$ cat config.mk
export PLATFORM = sky130hd
export DESIGN_NAME = nibble_shuffle_ctrl
export DESIGN_NICKNAME = d
export VERILOG_FILES = /design/src/rtl/nibble_shuffle_ctrl.sv
export SDC_FILE = /design/constraint.sdc
export NUM_CORES = 1
export LEC_CHECK = 0
export ABC_CLOCK_PERIOD_IN_PS = 2700
export BUFFER_PORTS_ARGS = -buffer_cell sky130_fd_sc_hd__buf_2
export CELL_PAD_IN_SITES_DETAIL_PLACEMENT = 1
export CELL_PAD_IN_SITES_GLOBAL_PLACEMENT = 1
export CORE_UTILIZATION = 37
export CTS_CLUSTER_DIAMETER = 40
export CTS_CLUSTER_SIZE = 30
export DETAILED_ROUTE_END_ITERATION = 7
export GPL_ROUTABILITY_DRIVEN = 0
export PLACE_DENSITY_LB_ADDON = 0.1
export SYNTH_ARGS = -nofsm -noshare
export SYNTH_HDL_FRONTEND = slang
export SYNTH_SLANG_ARGS = --single-unit
$ cat constraint.sdc
create_clock -name CLK -period 2.7 [get_ports CLK]
set_input_delay 0.405 -clock CLK [delete_from_list [all_inputs] [get_ports CLK]]
set_output_delay 0.405 -clock CLK [all_outputs]
set_load 0.01 [all_outputs]
$ cat src/rtl/nibble_shuffle_ctrl.sv
// Sequencer that drives a 4-lane nibble selector through two passes and
// assembles a full 32-bit nibble shuffle of two operands.
module nibble_shuffle_ctrl #(
   parameter int unsigned SEL_LAT = 1
) (
   input  logic            CLK,
   input  logic            RESET_L,
   input  logic            IN_VALID,
   output logic            IN_READY,
   input  logic [31:0]     IN_DATA_A,
   input  logic [31:0]     IN_DATA_B,
   input  logic [31:0]     IN_CTRL,
   output logic [31:0]     DATA_A,
   output logic [31:0]     DATA_B,
   output logic [3:0][2:0] sel_A,
   output logic [3:0][2:0] sel_B,
   output logic [3:0]      SEL,
   input  logic [3:0][3:0] NIBBLE_OUT,
   output logic            OUT_VALID,
   input  logic            OUT_READY,
   output logic [31:0]     RESULT,
   output logic            BUSY,
   output logic [1:0]      DBG_STATE
);

   // Handshakes: a transfer happens on a rising CLK edge where valid and
   // ready are both high; valid never drops until that edge has occurred.

   typedef enum logic [1:0] {
      IDLE  = 2'd0,
      PASS0 = 2'd1,
      PASS1 = 2'd2,
      DONE  = 2'd3
   } state_t;

   localparam logic [2:0] LAT = 3'(SEL_LAT);

   state_t      state_q, state_d;
   logic [2:0]  cnt_q, cnt_d;
   logic [31:0] data_a_q, data_a_d;
   logic [31:0] data_b_q, data_b_d;
   logic [31:0] ctrl_q, ctrl_d;
   logic [31:0] result_q, result_d;
   logic [15:0] codes;

   always_ff @(posedge CLK or negedge RESET_L) begin
      if (!RESET_L) begin
         state_q  <= IDLE;
         cnt_q    <= '0;
         data_a_q <= '0;
         data_b_q <= '0;
         ctrl_q   <= '0;
         result_q <= '0;
      end else begin
         state_q  <= state_d;
         cnt_q    <= cnt_d;
         data_a_q <= data_a_d;
         data_b_q <= data_b_d;
         ctrl_q   <= ctrl_d;
         result_q <= result_d;
      end
   end

   always_comb begin
      state_d   = state_q;
      cnt_d     = cnt_q;
      data_a_d  = data_a_q;
      data_b_d  = data_b_q;
      ctrl_d    = ctrl_q;
      result_d  = result_q;
      IN_READY  = 1'b0;
      OUT_VALID = 1'b0;
      SEL       = '0;
      sel_A     = '0;
      sel_B     = '0;
      // Low half of the code word feeds pass 0, high half feeds pass 1.
      codes     = (state_q == PASS1) ? ctrl_q[31:16] : ctrl_q[15:0];

      case (state_q)
         IDLE: begin
            IN_READY = 1'b1;
            if (IN_VALID) begin
               data_a_d = IN_DATA_A;
               data_b_d = IN_DATA_B;
               ctrl_d   = IN_CTRL;
               cnt_d    = '0;
               state_d  = PASS0;
            end
         end
         PASS0, PASS1: begin
            for (int i = 0; i < 4; i++) begin
               SEL[i]   = codes[4*i+3];
               sel_A[i] = codes[4*i +: 3];
               sel_B[i] = codes[4*i +: 3];
            end
            if (cnt_q == LAT) begin
               cnt_d = '0;
               if (state_q == PASS0) begin
                  result_d[15:0] = NIBBLE_OUT;
                  state_d        = PASS1;
               end else begin
                  result_d[31:16] = NIBBLE_OUT;
                  state_d         = DONE;
               end
            end else begin
               cnt_d = cnt_q + 3'd1;
            end
         end
         DONE: begin
            OUT_VALID = 1'b1;
            if (OUT_READY) state_d = IDLE;
         end
         default: state_d = IDLE;
      endcase
   end

   assign DATA_A    = data_a_q;
   assign DATA_B    = data_b_q;
   assign RESULT    = result_q;
   assign BUSY      = (state_q != IDLE);
   assign DBG_STATE = state_q;

endmodule

Yosys cells after proc, flatten, opt, wreduce, memory -nomap -nowiden
Cells that the tools add are included.
Operators by class
  eq/ne operators: 7
  reductions and logical operators: 9
  multiply operators: 0
  add/subtract/negate cells: 1
  mux-type cells: 13
  div/mod/pow operators: 0
  shifts and indexed selects: 0
  bitwise gates (word level): 1
  $lt $le $gt $ge: 0
Operators by type and width (number)
  two-way mux 16 bit: 1
  two-way mux 12 bit: 1
  AND reduction 3 bit: 3
  two-way mux 2 bit: 3
  two-way mux 3 bit: 2
  inequality test 2 bit, second input constant: 3
  one-hot mux 2 bit (3 select lines): 1
  one-hot mux 3 bit (2 select lines): 1
  equality test 2 bit, second input constant: 2
  two-way mux 4 bit: 1
  AND reduction 2 bit: 2
  nonzero test 2 bit: 2
  adder 3 x 1 -> 3 bit, second input constant: 1
  equality test 3 x 1 -> 1 bit, second input constant: 1
  two-way mux 1 bit: 3
  equality test 2 x 1 -> 1 bit, second input constant: 1
  zero test 2 bit: 1
  OR reduction 2 bit: 1
  NOT 1 bit: 1
Storage, ports and cells
  memory bits (writable): 0
  flip-flop bits (word level): 133
  ROM bits: 0
  memories: 0
  latch bits: 0
  input port bits: 116
  output and inout bits: 129

Logic depth before layout (Yosys ltp)
Gate-level depths: netlist of the first run.
  word-level depth: 4
  mapped depth: 8

Worst setup path after synthesis of the first run
No wires, ideal clock.
  kind: register to output
  from: register state_q[0], in the netlist DBG_STATE[0]
  to: output port sel_B[0] in the netlist's numbering
  arrival time: 1.775 ns
  required time: 2.295 ns
  path buffers: 3
  setup slack: 0.520 ns
  cell stages (with the launch flop): 8
  cell sequence: dfrtp_1 -> inv_1 -> ha_1 -> clkbuf_1 -> buf_2 -> mux2i_1 -> nor2_1 -> buf_4
RTL lines
  start, declared: line 38  | state_t state_q, state_d;
  start signal, assigned: line 55  | state_q <= state_d;
  end, declared: line 16  | output logic [3:0][2:0] sel_B,

==> results.sh, run 1 <==
export IMPL_layout_cells_non_filler=799
export IMPL_p_sw_uw=3331
export IMPL_r2r_cells=5
export IMPL_vdd_drop_max_mv=0.7675
export IMPL_r2r_setup_slack_ns=0.37
export IMPL_drt_iter0_markers=140
export IMPL_startpoint_type="register"
export IMPL_p_total_uw=10000
export IMPL_path_class="reg -> out"
export IMPL_vias_per_cell=4.770
export IMPL_yosysWarningCount=0
export IMPL_layout_common_cells="243 x buf_2, 133 x dfrtp_1, 118 x mux2_2"
export IMPL_syn_nets=484
export IMPL_firstDrtPassIters=4
export IMPL_worst_clock_skew_ns=0.004359
export IMPL_tns_ns=0
export IMPL_cts_clk_slew_worst_paths_ns=0.06
export IMPL_grt_pass1_vias=4076
export IMPL_cts_sinks=133
export IMPL_synth_edf_count=0
export IMPL_clockPowerShare_pct=23.4
export IMPL_fmax_mhz=398.3
export IMPL_routed_wl_um=13270
export IMPL_tightestPinTransition_ns=0.7501
export IMPL_wl_per_cell_um=16.60
export IMPL_place_hpwl_um=9474
export IMPL_layout_commonest_cell="buf_2"
export IMPL_grt_pass1_wl_um=20110
export IMPL_yosys_cell_types_count=34
export IMPL_nNetsFinal=722
export IMPL_dominantRegCellSynth="dfrtp_1"
export IMPL_core_area_um2=14530
export IMPL_relSlewSlack_pct=49.99
export IMPL_drive_gt1_share_pct=66.99
export IMPL_max_cap_violations=0
export IMPL_path_max_fanout=13
export IMPL_io_pin_count=245
export IMPL_grtUsageTotal_pct=17.59
export IMPL_cts_tree="built"
export IMPL_portBuffers=244
export IMPL_initial_core_util_pct=38.00
export IMPL_rsz0062_at_grt="no"
export IMPL_placed_cell_area_um2=6839
export IMPL_hold_viol=0
export IMPL_critPathArrivalTime_ns=2.11
export IMPL_required_ns=2.30
export IMPL_async_flop_share_pct=100.0
export IMPL_p_comb_share_pct=41.4
export IMPL_hold_class="in -> async"
export IMPL_cts_htree_levels=4
export IMPL_min_period_over_period_pct=92.98
export IMPL_final_cell_area_um2=7446
export IMPL_dieArea_um2=15420
export IMPL_hold_buffers=0
export IMPL_ctsRootBufferMaster="clkbuf_16"
export IMPL_setup_violations=0
export IMPL_synth_seq_area_share_pct=60.26
export IMPL_p_sw_share_pct=33.30
export IMPL_power_density_nw_per_um2=1344
export IMPL_ys_ff_latch=133
export IMPL_syn_area_per_cell_um2=15.17
export IMPL_syn_inst=364
export IMPL_seqPwrFrac_pct=35.2
export IMPL_period_minus_slack_ns=2.511
export IMPL_rows=44
export IMPL_dieHeight_um=124.2
export IMPL_timing_hold_ws_ns=0.08627
export IMPL_route_detailed_drc=0
export IMPL_antenna_left=0
export IMPL_cp_end_kind="output pin"
export IMPL_power_leakage_uw=0.003687
export IMPL_die_x_um=124.2
export IMPL_clk_insertion_delay_late_ns=0.41
export IMPL_grt_overflow=0
export IMPL_insertedDiodeCount=0
export IMPL_place_inst=767
export IMPL_outcome="finished, final reports clean"
export IMPL_timing_rr_start="DBG_STATE[0]"
export IMPL_cts_buffer_depth=2
export IMPL_postCtsSetupBuffers=0
export IMPL_vias=3811
export IMPL_p_int_uw=6673
export IMPL_cts_buffers=17
export IMPL_reg2reg_to="RESULT[19]"
export IMPL_area_growth_pct=34.82
export IMPL_grt_max_degree=134
export IMPL_slew_viol_final=0
export IMPL_grt_antenna_before_repair=0
export IMPL_syn_area_um2=5523
critical path: stages, from the launching register on:
cell      delay, ns
dfrtp_1        0.45
inv_1          0.11
ha_2           0.43
clkinv_2       0.15
buf_4          0.23
nor2_1         0.16
buf_2          0.17
state kept, by name (all words and copies together), names as in the netlist:
name and flops:
cnt_q 3, DATA_A 32, ctrl_q 32, DATA_B 32, DBG_STATE 2, RESULT 32
layer usage:
layer  share of wire (%)  routed length (um)  vias to the layer above  GRT usage [%]
li1                    -                   -                     1742              -
met1                  39                5146                     1920          19.85
met2                  51                6761                      133          29.18
met3                 8.4                1118                       16          6.685
met4                 1.8                 238                        0          8.408
met5                   0                   0                        -              0
logic make-up after synthesis:
| group | count (synthesis) | synth area share, % |
|---|---|---|
| adder cells (fa/ha/maj) | 4 | 0.9062 |
| flip-flops | 133 | 60.26 |
| buffers and inverters | 34 | 4.033 |
| XOR/XNOR | 1 | 0.1586 |
| AND/OR/NAND/NOR | 35 | 3.534 |
| AO/OA/AOI/OAI | 13 | 1.427 |
| multiplexers | 144 | 29.68 |
cell type report:
cell class              count  area (um2)
well taps                 184       230.2
fillers                  1523        7088
clock inverters             9       125.1
inverters                   4       16.27
multi-input cells         197        1982
repair buffers            249        1286
flip-flops and latches    133        3328
clock buffers              23       478.0
what timing repair did:
item,4_1_cts,5_1_grt
pin swaps,0,0
setup endpoints to repair,15,4
resized for setup,1,1
cells in the mapped netlist, types with 2 or more instances:
master    number  share of area, %
mux2i_1       16               2.9
mux2_2       118                24
a31oi_1        2              0.23
dfrtp_1      133                60
a21oi_1        3              0.27
ha_1           4              0.91
buf_6          2              0.41
o21ai_0        4              0.36
buf_4         13               1.8
inv_1          3              0.20
nor2b_1        5              0.57
mux2_4        10               2.7
buf_2         12               1.1
nor2_1        16               1.1
clkbuf_1       2              0.14
nand2b_1       2              0.23
nand2_1        2              0.14
stage by stage:
stage	util [%]	worst slack (ns)
6_report	51.23	0.1894
4_1_cts	51.21	0.09113
5_1_grt	51.23	0.06581
2_1_floorplan	-	0.5196
3_5_place_dp	47.06	0.3007
3_3_place_gp	47.06	0.4622
how the worst max path moves through the flow:
stage | start | end | slack (ns) | cells past startpoint
floorplan | DBG_STATE[0] | sel_B[0] | 0.52 | 7
global placement | DBG_STATE[0] | RESULT[31] | 0.46 | 5
detailed placement | DBG_STATE[0] | RESULT[19] | 0.30 | 5
CTS | DBG_STATE[0] | sel_A[3] | 0.09 | 6
global route | DBG_STATE[0] | sel_A[3] | 0.07 | 6
finish | DBG_STATE[0] | sel_A[3] | 0.19 | 6
power by group through the flow:
stage,sequential [uW],combinational [uW],clock (uW)
after global routing,3680,4520,2480
final,3520,4140,2340
after CTS,3540,4220,2400
after global placement,3490,4090,0
after detailed placement,3560,4200,0
after floorplan,3840,2450,0
(Power assumes the default switching activity.)
==> run 2, diff against run 1 <==
--- a/config.mk
+++ b/config.mk
@@ -5,11 +5,12 @@
 export SDC_FILE = /design/constraint.sdc
 export NUM_CORES = 1
 export LEC_CHECK = 0
-export ABC_CLOCK_PERIOD_IN_PS = 2700
+export ABC_CLOCK_PERIOD_IN_PS = 3200
 export BUFFER_PORTS_ARGS = -buffer_cell sky130_fd_sc_hd__buf_2
 export CELL_PAD_IN_SITES_DETAIL_PLACEMENT = 1
 export CELL_PAD_IN_SITES_GLOBAL_PLACEMENT = 1
-export CORE_UTILIZATION = 37
+export CORE_MARGIN = 2
+export CORE_UTILIZATION = 40
 export CTS_CLUSTER_DIAMETER = 40
 export CTS_CLUSTER_SIZE = 30
 export DETAILED_ROUTE_END_ITERATION = 7
==> constraint.sdc (replaced) <==
create_clock -name CLK -period 3.2 [get_ports CLK]
set_input_delay 0.48 -clock CLK [delete_from_list [all_inputs] [get_ports CLK]]
set_output_delay 0.48 -clock CLK [all_outputs]
set_load 0.01 [all_outputs]
==> run 2 against run 1 <==
Wire length is 3.7% higher. Worst setup slack better by 0.14 ns. Via count is 1.2% lower. Total power is 14% lower. Register-to-register slack better by 0.43 ns. Sequential power is 16% lower. Critical path type unchanged. Highest routed layer is now met5.
==> results.sh, run 2 (synthesized netlist as in run 1, its figures left out) <==
export IMPL_outcome="finished, final reports clean"
export IMPL_slew_viol_final=0
export IMPL_vdd_drop_max_mv=0.5006
export IMPL_worst_clock_skew_ns=0.008930
export IMPL_layout_common_cells="243 x buf_2, 133 x dfrtp_1, 118 x mux2_2"
export IMPL_cts_htree_levels=4
export IMPL_grtUsageTotal_pct=19.14
export IMPL_route_detailed_drc=0
export IMPL_vias_per_cell=4.761
export IMPL_power_leakage_uw=0.003697
export IMPL_initial_core_util_pct=41.38
export IMPL_period_minus_slack_ns=2.874
export IMPL_power_density_nw_per_um2=1150
export IMPL_tightestPinTransition_ns=0.6356
export IMPL_clockPowerShare_pct=24.5
export IMPL_seqPwrFrac_pct=34.6
export IMPL_rsz0062_at_grt="no"
export IMPL_postCtsSetupBuffers=0
export IMPL_hold_viol=0
export IMPL_tns_ns=0
export IMPL_cts_sinks=133
export IMPL_core_area_um2=13350
export IMPL_critPathArrivalTime_ns=2.39
export IMPL_startpoint_type="register"
export IMPL_grt_pass1_vias=4179
export IMPL_grt_overflow=0
export IMPL_area_growth_pct=35.34
export IMPL_vias=3766
export IMPL_max_cap_violations=0
export IMPL_antenna_left=0
export IMPL_clk_insertion_delay_late_ns=0.41
export IMPL_routed_wl_um=13760
export IMPL_dieArea_um2=14760
export IMPL_rows=42
export IMPL_p_comb_share_pct=41.0
export IMPL_hold_buffers=0
export IMPL_relSlewSlack_pct=57.54
export IMPL_io_pin_count=245
export IMPL_hold_class="in -> async"
export IMPL_fin_util_pct=56.00
export IMPL_grt_max_degree=78
export IMPL_dieHeight_um=121.5
export IMPL_firstDrtPassIters=6
export IMPL_cts_buffer_depth=2
export IMPL_path_class="reg -> out"
export IMPL_drive_gt1_share_pct=66.45
export IMPL_grt_pass1_wl_um=21340
export IMPL_p_sw_uw=2843
export IMPL_p_int_uw=5754
export IMPL_die_x_um=121.5
export IMPL_portBuffers=244
export IMPL_p_sw_share_pct=33.07
export IMPL_required_ns=2.72
export IMPL_path_max_fanout=19
export IMPL_ctsRootBufferMaster="clkbuf_16"
export IMPL_grt_antenna_before_repair=2
export IMPL_drt_iter0_markers=107
export IMPL_wl_per_cell_um=17.39
export IMPL_fmax_mhz=347.9
export IMPL_cts_tree="built"
export IMPL_cts_buffers=17
export IMPL_cp_end_kind="output pin"
export IMPL_layout_commonest_cell="buf_2"
export IMPL_setup_violations=0
export IMPL_cts_clk_slew_worst_paths_ns=0.05
export IMPL_min_period_over_period_pct=89.83
export IMPL_place_hpwl_um=10030
export IMPL_nNetsFinal=721
==> run 2: cell types whose count changed in the layout (fill, tap and decap cells not counted), sizes merged <==
cell / delta
clkinv: -3
bufinv: +2
clkbuf: +1
buf: -1
diode: +1
==> run 2: critical path, stage by stage, from the launching register on <==
cell and delay, ns:
dfrtp_1 0.44, inv_1 0.09, ha_1 0.48, clkinvlp_4 0.49
nor2_1 0.29, buf_2 0.18
==> run 2: power by group through the flow <==
stage          sequential, uW  combinational [uW]  clock, uW
3_5_place_dp             3000                3570          0
4_1_cts                  2980                3590       2150
3_3_place_gp             2940                3480          0
6_report                 2970                3520       2100
5_1_grt                  3090                3830       2240
2_1_floorplan            3240                2070          0
==> run 2: what timing repair did <==
item	4_1_cts	5_1_grt
gates resized for setup	0	1
endpoints found under the hold margin	0	0
setup endpoints to repair	0	28
==> run 2: cell type report <==
type | instances | area, um2
diodes | 1 | 2.502
clock buffers | 24 | 471.7
clock inverters | 8 | 171.4
fillers | 1397 | 5873
inverters | 4 | 18.77
multi-input cells | 197 | 1979
flip-flops and latches | 133 | 3328
well taps | 176 | 220.2
repair buffers | 248 | 1282
==> run 2: routing by layer <==
metal,share of wire (%),up-vias,routed length (um),global-route usage (%)
met1,39,1880,5346,21.52
li1,-,1729,-,-
met2,52,144,7157,33.53
met4,0.81,2,112,5.316
met5,0.12,-,16,0
met3,8.2,11,1124,7.895
==> run 2: worst paths after layout <==
check	start	slack, ns	cells after the start	endpoint
min in group CLK	IN_DATA_B[27]	0.30	2	DATA_B[27]
max in group asynchronous	RESET_L	2.36	2	RESULT[11]
min reg2reg	DATA_B[8]	0.50	1	DATA_B[8]
max	DBG_STATE[0]	0.33	5	sel_A[3]
min	RESET_L	0.03	1	RESULT[3]
max reg2reg	DBG_STATE[0]	0.80	5	RESULT[17]
==> run 2: per-stage QoR <==
step	hold WS [ns]	power (uW)	setup slack (ns)	instance area, um2	cells
finish	0.02920	8597	0.3256	7475	791
global route	0.05820	9151	0.09260	7472	790
CTS	0.03977	8722	0.03654	7468	790
detailed placement	0.4870	6571	0.4891	6825	758
global placement	0.4755	6419	0.5959	6825	758
floorplan	0.1844	5312	0.9446	5523	364
==> run 3, diff against run 2 <==
--- a/config.mk
+++ b/config.mk
@@ -11,11 +11,13 @@
 export CELL_PAD_IN_SITES_GLOBAL_PLACEMENT = 1
 export CORE_MARGIN = 2
 export CORE_UTILIZATION = 40
+export CTS_BUF_LIST = sky130_fd_sc_hd__clkbuf_2
 export CTS_CLUSTER_DIAMETER = 40
 export CTS_CLUSTER_SIZE = 30
 export DETAILED_ROUTE_END_ITERATION = 7
 export GPL_ROUTABILITY_DRIVEN = 0
 export PLACE_DENSITY_LB_ADDON = 0.1
+export SKIP_CTS_REPAIR_TIMING = 1
 export SYNTH_ARGS = -nofsm -noshare
 export SYNTH_HDL_FRONTEND = slang
 export SYNTH_SLANG_ARGS = --single-unit
==> run 3 against run 2 <==
Total power fell by 7.3%. Critical path depth rose by 1. Design area rose by 11%. Sequential share of layout area fell by 4.3 points. Register-to-register slack got worse by 0.03 ns. Worst setup slack got worse by 0.030 ns. Combinational power rose by 7.1%.
==> results.sh, run 3 (synthesized netlist as in run 1, its figures left out) <==
export IMPL_outcome="finished, final reports clean"
export IMPL_path_max_fanout=19
export IMPL_power_density_nw_per_um2=964.0
export IMPL_layout_commonest_cell="buf_2"
export IMPL_clk_insertion_delay_late_ns=0.68
export IMPL_power_leakage_uw=0.004043
export IMPL_critPathArrivalTime_ns=2.42
export IMPL_initial_core_util_pct=41.38
export IMPL_r2r_cells=5
export IMPL_slew_viol_final=0
export IMPL_timing_rr_start="DBG_STATE[0]"
export IMPL_period_minus_slack_ns=2.905
export IMPL_relSlewSlack_pct=57.23
export IMPL_layout_cells_non_filler=905
export IMPL_ctsRootBufferMaster="clkbuf_2"
export IMPL_core_area_um2=13350
export IMPL_route_detailed_drc=0
export IMPL_antenna_left=0
export IMPL_routed_wl_um=16680
export IMPL_rsz0062_at_grt="no"
export IMPL_cts_tree="built"
export IMPL_reg2reg_to="RESULT[16]"
export IMPL_vdd_drop_max_mv=0.4915
export IMPL_max_cap_violations=0
export IMPL_drt_iter0_markers=129
export IMPL_drive_gt1_share_pct=56.59
export IMPL_grt_pass1_vias=4160
export IMPL_worst_clock_skew_ns=0.02643
export IMPL_portBuffers=244
export IMPL_grt_max_degree=78
export IMPL_r2r_setup_slack_ns=0.77
export IMPL_fmax_mhz=344.3
export IMPL_p_total_uw=7974
export IMPL_die_x_um=121.5
export IMPL_cts_sinks=133
export IMPL_fillers=1384
export IMPL_startpoint_type="register"
export IMPL_io_pin_count=245
export IMPL_hold_viol=0
export IMPL_dieArea_um2=14760
export IMPL_grtUsageTotal_pct=18.79
export IMPL_cts_htree_levels=4
export IMPL_area_growth_pct=49.77
export IMPL_grt_antenna_before_repair=0
export IMPL_path_class="reg -> out"
export IMPL_pre_cts_ws_ns=0.4891
export IMPL_place_inst=758
export IMPL_dieHeight_um=121.5
export IMPL_grt_pass1_wl_um=20930
export IMPL_final_cell_area_um2=8272
export IMPL_layout_common_cells="243 x buf_2, 133 x dfrtp_1, 118 x mux2_2"
export IMPL_vias_per_cell=4.761
export IMPL_placed_cell_area_um2=6825
export IMPL_wl_per_cell_um=18.44
export IMPL_nNetsFinal=835
export IMPL_whs_path_depth=3
export IMPL_required_ns=2.72
export IMPL_grt_overflow=0
export IMPL_cts_clk_slew_worst_paths_ns=0.18
export IMPL_place_hpwl_um=10030
export IMPL_firstDrtPassIters=4
export IMPL_hold_class="in -> reg"
export IMPL_postLayoutSetupSlackWorst_ns=0.2952
export IMPL_cts_buffers=17
export IMPL_vias=4309
export IMPL_worstHoldStart="IN_VALID"
export IMPL_fin_util_pct=61.97
export IMPL_tightestPinTransition_ns=0.6402
export IMPL_setup_violations=0
export IMPL_min_to="cnt_q[1]"
export IMPL_cp_end_kind="output pin"
export IMPL_min_period_over_period_pct=90.78
export IMPL_rows=42
export IMPL_cts_buffer_depth=2
run 3: changes by cell type in the layout (fill, tap and decap cells not counted):
cell / previous run / this run
buf_12: 2 / 3
clkbuf_1: 5 / 0
clkbuf_16: 17 / 0
clkbuf_2: 0 / 22
clkbuf_8: 2 / 0
clkinv_1: 0 / 2
dlygate4sd3_1: 0 / 113
run 3: power by group:
part	total (uW)	switching, uW	internal, uW
logic	3770	1850	1930
registers	2990	467	2520
clock network	1210	606	603
run 3: how the worst max path moves through the flow:
stage,startpoint,end,cells after the start
2_1_floorplan,DBG_STATE[0],sel_B[0],7
3_3_place_gp,DBG_STATE[0],sel_B[11],5
3_5_place_dp,DBG_STATE[0],sel_A[3],5
4_1_cts,DBG_STATE[0],sel_A[3],5
5_1_grt,DBG_STATE[0],sel_B[7],6
6_report,DBG_STATE[0],sel_B[7],6
run 3: through the flow:
step           hold WS (ns)  TNS (ns)
2_1_floorplan        0.1844         0
3_3_place_gp         0.4755         0
3_5_place_dp         0.4870         0
4_1_cts             -0.3358    -8.368
5_1_grt              0.1274         0
6_report             0.1738         0
run 3: critical path, stage by stage, from the launching register on:
cell and delay (ns):
dfrtp_1 0.49, inv_1 0.10, ha_1 0.48, clkinvlp_4 0.17
buf_12 0.18, nor2_1 0.17, buf_2 0.17
run 3: final cells by class:
class	count	area, um2	area share (%)
clock inverters	10	178.9	2.163
inverters	4	18.77	0.2269
diodes	1	2.502	0.03025
flip-flops and latches	133	3328	40.24
multi-input cells	197	1979	23.93
clock buffers	22	110.1	1.331
well taps	176	220.2	2.662
repair buffers	362	2434	29.42
run 3: per-layer routing:
| metal | vias to the layer above | share of wire, % | track usage, % |
|---|---|---|---|
| met5 | - | 0 | 0 |
| met4 | 0 | 1.1 | 6.825 |
| met3 | 16 | 5.6 | 6.955 |
| met2 | 146 | 55 | 32.94 |
| met1 | 2182 | 38 | 20.91 |
| li1 | 1965 | - | - |
